[src/rtl/mips_multicycle_ctrl.sv]
// Multicycle MIPS control FSM: sequences fetch/decode/execute/memory/writeback, drives datapath selects and strobes.
// Optional feature macro ILLEGAL_TRAP_EN: illegal instructions halt and set a sticky flag; otherwise they retire as NOPs.
module mips_multicycle_ctrl (
  input  logic       clk,
  input  logic       reset,
  input  logic [5:0] opcode,
  input  logic [5:0] funct,
  input  logic [4:0] rt_field,
  input  logic       zero,
  input  logic       pc_is_zero,
  input  logic       mem_waitrequest,
  output logic [3:0] alu_control,
  output logic       alu_src_a,
  output logic [1:0] alu_src_b,
  output logic [1:0] pc_src,
  output logic       pc_write,
  output logic       ir_write,
  output logic       iord,
  output logic       mem_read,
  output logic       mem_write,
  output logic       reg_write,
  output logic       reg_dst,
  output logic       mem_to_reg,
  output logic       active,
  output logic       illegal
);
  typedef enum logic [3:0] {
    S_FETCH, S_DECODE, S_EXEC_R, S_EXEC_I, S_ALU_WB, S_MEM_ADDR, S_MEM_RD,
    S_MEM_WB, S_MEM_WR, S_BRANCH, S_JUMP, S_JR, S_HALT
  } state_t;

  localparam logic [3:0] ALU_AND  = 4'b0000, ALU_OR   = 4'b0001, ALU_ADD  = 4'b0010;
  localparam logic [3:0] ALU_SUB  = 4'b0110, ALU_SLT  = 4'b0111, ALU_NOR  = 4'b1100;
  localparam logic [3:0] ALU_XOR  = 4'b1101, ALU_BNE  = 4'b1000, ALU_BGTZ = 4'b1001;
  localparam logic [3:0] ALU_BLEZ = 4'b1010, ALU_BGEZ = 4'b1011, ALU_BLTZ = 4'b1111;

  state_t     state_q, state_d, dispatch;
  logic       reg_dst_q, reg_dst_d;
  logic [3:0] r_alu, i_alu, br_alu;
  logic       r_ok, bad_instr;

  // Instruction decode tables, evaluated every cycle from the stable IR fields.
  always_comb begin
    r_ok = 1'b1;
    r_alu = ALU_ADD;
    casez (funct)
      6'b10000?: r_alu = ALU_ADD;
      6'b10001?: r_alu = ALU_SUB;
      6'b100100: r_alu = ALU_AND;
      6'b100101: r_alu = ALU_OR;
      6'b100110: r_alu = ALU_XOR;
      6'b100111: r_alu = ALU_NOR;
      6'b101010: r_alu = ALU_SLT;
      default:   r_ok = 1'b0;
    endcase
    i_alu = ALU_ADD;
    case (opcode)
      6'b001010: i_alu = ALU_SLT;
      6'b001100: i_alu = ALU_AND;
      6'b001101: i_alu = ALU_OR;
      6'b001110: i_alu = ALU_XOR;
      default:   i_alu = ALU_ADD;
    endcase
    br_alu = ALU_SUB;
    case (opcode)
      6'b000101: br_alu = ALU_BNE;
      6'b000110: br_alu = ALU_BLEZ;
      6'b000111: br_alu = ALU_BGTZ;
      6'b000001: br_alu = rt_field[0] ? ALU_BGEZ : ALU_BLTZ;
      default:   br_alu = ALU_SUB;
    endcase
    bad_instr = 1'b0;
    dispatch = S_FETCH;
    case (opcode)
      6'b000000: begin
        if (funct == 6'b001000) dispatch = S_JR;
        else if (r_ok)          dispatch = S_EXEC_R;
        else                    bad_instr = 1'b1;
      end
      6'b100011, 6'b101011:                         dispatch = S_MEM_ADDR;
      6'b000100, 6'b000101, 6'b000110, 6'b000111:   dispatch = S_BRANCH;
      6'b000001: begin
        if (rt_field[4:1] == 4'd0) dispatch = S_BRANCH;
        else                       bad_instr = 1'b1;
      end
      6'b000010:                                    dispatch = S_JUMP;
      6'b001001, 6'b001010, 6'b001100, 6'b001101, 6'b001110: dispatch = S_EXEC_I;
      default:                                      bad_instr = 1'b1;
    endcase
  end

`ifdef ILLEGAL_TRAP_EN
  logic illegal_q, illegal_d;
  assign illegal = illegal_q & ~reset;
`else
  assign illegal = 1'b0;
`endif

  always_ff @(posedge clk) begin
    if (reset) begin
      state_q   <= S_FETCH;
      reg_dst_q <= 1'b0;
`ifdef ILLEGAL_TRAP_EN
      illegal_q <= 1'b0;
`endif
    end else begin
      state_q   <= state_d;
      reg_dst_q <= reg_dst_d;
`ifdef ILLEGAL_TRAP_EN
      illegal_q <= illegal_d;
`endif
    end
  end

  always_comb begin
    state_d     = state_q;
    reg_dst_d   = reg_dst_q;
    alu_control = ALU_ADD;
    alu_src_a   = 1'b0;
    alu_src_b   = 2'b00;
    pc_src      = 2'b00;
    pc_write    = 1'b0;
    ir_write    = 1'b0;
    iord        = 1'b0;
    mem_read    = 1'b0;
    mem_write   = 1'b0;
    reg_write   = 1'b0;
    reg_dst     = 1'b0;
    mem_to_reg  = 1'b0;
    active      = 1'b1;
`ifdef ILLEGAL_TRAP_EN
    illegal_d   = illegal_q;
`endif
    // Reset masks every strobe so an aborted instruction never half-commits.
    if (reset) begin
      state_d = S_FETCH;
    end else begin
      case (state_q)
        S_FETCH: begin
          if (pc_is_zero) begin
            state_d = S_HALT;
          end else begin
            mem_read  = 1'b1;
            alu_src_b = 2'b01;
            if (!mem_waitrequest) begin
              ir_write = 1'b1;
              pc_write = 1'b1;
              state_d  = S_DECODE;
            end
          end
        end
        S_DECODE: begin
          alu_src_b = 2'b11;
          if (bad_instr) begin
`ifdef ILLEGAL_TRAP_EN
            state_d   = S_HALT;
            illegal_d = 1'b1;
`else
            state_d   = S_FETCH;
`endif
          end else begin
            state_d = dispatch;
          end
        end
        S_EXEC_R: begin
          alu_src_a   = 1'b1;
          alu_control = r_alu;
          reg_dst_d   = 1'b1;
          state_d     = S_ALU_WB;
        end
        S_EXEC_I: begin
          alu_src_a   = 1'b1;
          alu_src_b   = 2'b10;
          alu_control = i_alu;
          reg_dst_d   = 1'b0;
          state_d     = S_ALU_WB;
        end
        S_ALU_WB: begin
          reg_write = 1'b1;
          reg_dst   = reg_dst_q;
          state_d   = S_FETCH;
        end
        S_MEM_ADDR: begin
          alu_src_a = 1'b1;
          alu_src_b = 2'b10;
          state_d   = opcode[3] ? S_MEM_WR : S_MEM_RD;
        end
        S_MEM_RD: begin
          mem_read = 1'b1;
          iord     = 1'b1;
          if (!mem_waitrequest) state_d = S_MEM_WB;
        end
        S_MEM_WR: begin
          mem_write = 1'b1;
          iord      = 1'b1;
          if (!mem_waitrequest) state_d = S_FETCH;
        end
        S_MEM_WB: begin
          reg_write  = 1'b1;
          mem_to_reg = 1'b1;
          state_d    = S_FETCH;
        end
        S_BRANCH: begin
          alu_src_a   = 1'b1;
          alu_control = br_alu;
          pc_write    = zero;
          pc_src      = 2'b01;
          state_d     = S_FETCH;
        end
        S_JUMP: begin
          pc_write = 1'b1;
          pc_src   = 2'b10;
          state_d  = S_FETCH;
        end
        S_JR: begin
          pc_write = 1'b1;
          pc_src   = 2'b11;
          state_d  = S_FETCH;
        end
        S_HALT:  active = 1'b0;
        default: state_d = S_FETCH;
      endcase
    end
  end
endmodule

[config.mk]
export PLATFORM = sky130hd
export DESIGN_NAME = mips_multicycle_ctrl
export DESIGN_NICKNAME = d
export VERILOG_FILES = /design/src/rtl/mips_multicycle_ctrl.sv
export SDC_FILE = /design/constraint.sdc
export NUM_CORES = 1
export LEC_CHECK = 0
export ABC_AREA = 1
export BUFFER_PORTS_ARGS = -buffer_cell sky130_fd_sc_hd__buf_2
export CAP_MARGIN = 40
export CORE_UTILIZATION = 30
export CTS_CLUSTER_DIAMETER = 200
export DETAILED_ROUTE_END_ITERATION = 7
export SYNTH_ARGS = -nofsm -noshare
export SYNTH_HDL_FRONTEND = slang
export SYNTH_SLANG_ARGS = --single-unit
export TNS_END_PERCENT = 20
[constraint.sdc]
create_clock -name clk -period 1.5 [get_ports clk]
set_input_delay 0.075 -clock clk [delete_from_list [all_inputs] [get_ports clk]]
set_output_delay 0.075 -clock clk [all_outputs]
set_load 0.01 [all_outputs]
==> impl_results.md <==
* Top post-synthesis cells by area: nand2_1, nor2_1, dfxtp_1
* Worst-path clk slew at 0.04 ns
* Pre-CTS WS at 0.0635 ns
* Core Util, Final at 0.469
* Global Route Usage Sum at 0.179
* Share of layout cells above drive strength 1 at 0.346
* FFs w/ async S/R, synth at 0
* GR Util met2 at 0.335
* Initial antenna violation count at 0
* Max cap viols at 0
* CTS tree: built
* Synth Flop Type: dfxtp_1
* Placer congestion estimate at 0.889
* CTS Buf Count at 3
* Drt first pass iters at 4
* Register bit total from synthesis at 5
* Grt met3 use at 0.00273
* Crit path launch type: flop
* Die area at 3020 um2
* Power per cell area at 771 nW/um2
* Vias in the first global route at 1006
* Family with the most delay on the worst path: simple AND/OR/NAND/NOR gates
* Met1 global-route usage at 0.224
* Post-synth EDFFs at 0
* Fin crit share at 1.02
* Die Y at 54.9 um
* Clock period minus worst slack at 1.52 ns
* Sw Share at 0.481
* Critical Path Slowest Stage Cell: dfxtp_4
* Filler cells at 306
* Worst Path Arrival at 1.45 ns
* CP Class: flop to output port
* Synth area leader: nand2_1
* Crit path cell chain: nor2_4 -> nand3_2 -> nor3_1 -> nor2_1 -> nand3_1 -> nand2_1 -> inv_1 -> buf_2
* Vias at 1179
* Unrepaired setup endpoints after global routing: yes
* Drt drc at 0
* Clock sinks at 5
* Clock Latency Late Sink at 0.23 ns
* Failing checks: negative setup slack
* Synthesized area per cell at 4.92 um2
* Max VDD drop at 0.488 mV
* Post-route antenna net violation count at 0
* YS warnings at 0
* Max frequency at 656 MHz
* Most frequent cells after synthesis: nand2_1, nor2_1, inv_1
* Worst Path Max Fanout at 7
* Worst hold path class: input pin to flop
* Final setup skew at 0.000418 ns
* Largest net degree at the start of global routing at 14
* Routed WL per cell at 10.2 um
* Seq/Total Area, Yosys at 0.119
* Most used routing layer: met2
* Num rows at 18
* Buffers & Inverters on Critical Path at 2
* I/O pin total at 41
* Post-synth net total at 193
* Synthesized cell area at 841 um2
* DPL Wire Length at 2020 um
* Antenna diode count at 0
* CTS max path bufs at 2
* Post-placement cell count at 240
* Slack of the critical path at -0.0246 ns
* Most frequent cell after synthesis: nand2_1
* Flop pwr share at 0.246
* Layout Cells excl Fill at 247
* Slowest stage delay, CP at 0.38 ns
* Post-synthesis cell type count at 25
* Crit. End Element: output port
* Psw at 0.000446 W
* Final hold violations at 0
* Die X at 54.9 um
* Mapped Cells at 171
* Comb pwr share at 0.591
* Worst Path Required at 1.42 ns
* Clock share of power at 0.162
* Fin. max-slew vios at 0
* Iteration-0 DRC Markers at 17
* Yosys top cell area share at 0.187
* CTS H-tree lvls at 1
* Status: finished with violations
* Grt total ovfl at 0
* DR vias/cell at 4.77
* Port buffer count at 39
* Placed cell area at 1080 um2
* Setup TNS Final at -0.0329 ns
* Layout area overhead at 43.3%
* Root Driver: clkbuf_4
* Finish-stage setup viols at 3
* First-pass GRT wire length at 3970 um
* Leakage at 0.633 nW
* Pint at 0.000482 W
* Drt total wl at 2530 um
* NumNets Final at 240
* Fin area at 1200 um2
* Core area at 2570 um2
* Starting Density at 0.327
per-stage QoR:
stage               hold slack [ns]  total power (W)
finish                        0.182         0.000929
global placement              0.435         0.000642
detailed placement            0.434         0.000642
floorplan                     0.280         0.000505
global route                  0.230          0.00102
CTS                           0.177         0.000862
cells by family after synthesis:
kind of cell | share of synthesized area
and+or+nand+nor | 0.562
other | 0.00446
DFF | 0.119
buffers and inverters | 0.152
AOI/OAI and AO/OA | 0.162
per-layer routing:
metal | routed length (um) | vias to the layer above
met5 | 0 | -
met4 | 0 | 0
met3 | 83 | 0
met2 | 1200 | 25
met1 | 1240 | 511
li1 | - | 643
power by group through the flow:
stage                     Sequential [W]  Clock, W  Combinational [W]
after global routing            0.000233  0.000162           0.000629
after CTS                       0.000219  0.000155           0.000489
after global placement          0.000200         0           0.000443
after detailed placement        0.000202         0           0.000440
after floorplan                 0.000193         0           0.000312
final                           0.000229  0.000151           0.000549
path summary, 6_finish.rpt:
check / startpoint / endpoint / slack (ns) / depth (start not counted)
max: state_q[2] / alu_control[0] / -0.02 / 8
min reg2reg: reg_dst_q / reg_dst_q / 0.48 / 2
max reg2reg: state_q[2] / state_q[3] / 0.23 / 9
min: mem_waitrequest / state_q[0] / 0.18 / 4
state kept, by name, summed over array words and instances (netlist names):
| register | count |
|---|---|
| reg_dst_q | 1 |
| state_q | 4 |
repair_timing:
item / 4_1_cts / 5_1_grt
resized for setup: 18 / 10
setup buffers: 0 / 3
hold buffers: 0 / 0
pin swaps: 2 / 3
endpoints found under the setup margin: 10 / 13
layout by cell type (no fill, tap or decap):
| cell | count |
|---|---|
| a211oi_1 | 1 |
| a21oi_1 | 8 |
| a21oi_2 | 2 |
| a31oi_1 | 1 |
| and2_0 | 1 |
| buf_2 | 39 |
| buf_4 | 6 |
| clkbuf_1 | 1 |
| clkbuf_4 | 3 |
| conb_1 | 1 |
| dfxtp_1 | 1 |
| dfxtp_4 | 4 |
| inv_1 | 23 |
| inv_2 | 4 |
| inv_4 | 3 |
| nand2_1 | 39 |
| nand2_2 | 3 |
| nand2_4 | 1 |
| nand3_1 | 15 |
| nand3_2 | 1 |
| nand3b_1 | 2 |
| nand4_1 | 5 |
| nor2_1 | 26 |
| nor2_2 | 3 |
| nor2_4 | 5 |
| nor3_1 | 5 |
| o2111ai_1 | 1 |
| o21ai_0 | 7 |
| o21ai_1 | 4 |
| o21ai_2 | 1 |
| or2_1 | 1 |
worst register-to-register path: cells and delay by family (launching register included):
kind            cells  cell delay (ns)
compound gates      1             0.07
buf+inv             2             0.10
flops               1             0.40
simple gates        6             0.59
layout make-up:
class / count / area (um2) / share of cell area
tap: 30 / 37.5 / 0.0312
inverter: 30 / 120 / 0.0997
multi-input combinational: 133 / 666 / 0.552
sequential: 5 / 115 / 0.0955
clock buffer: 4 / 26.3 / 0.0218
timing repair buffer: 45 / 240 / 0.199
Power figures use the tool's default switching activity.
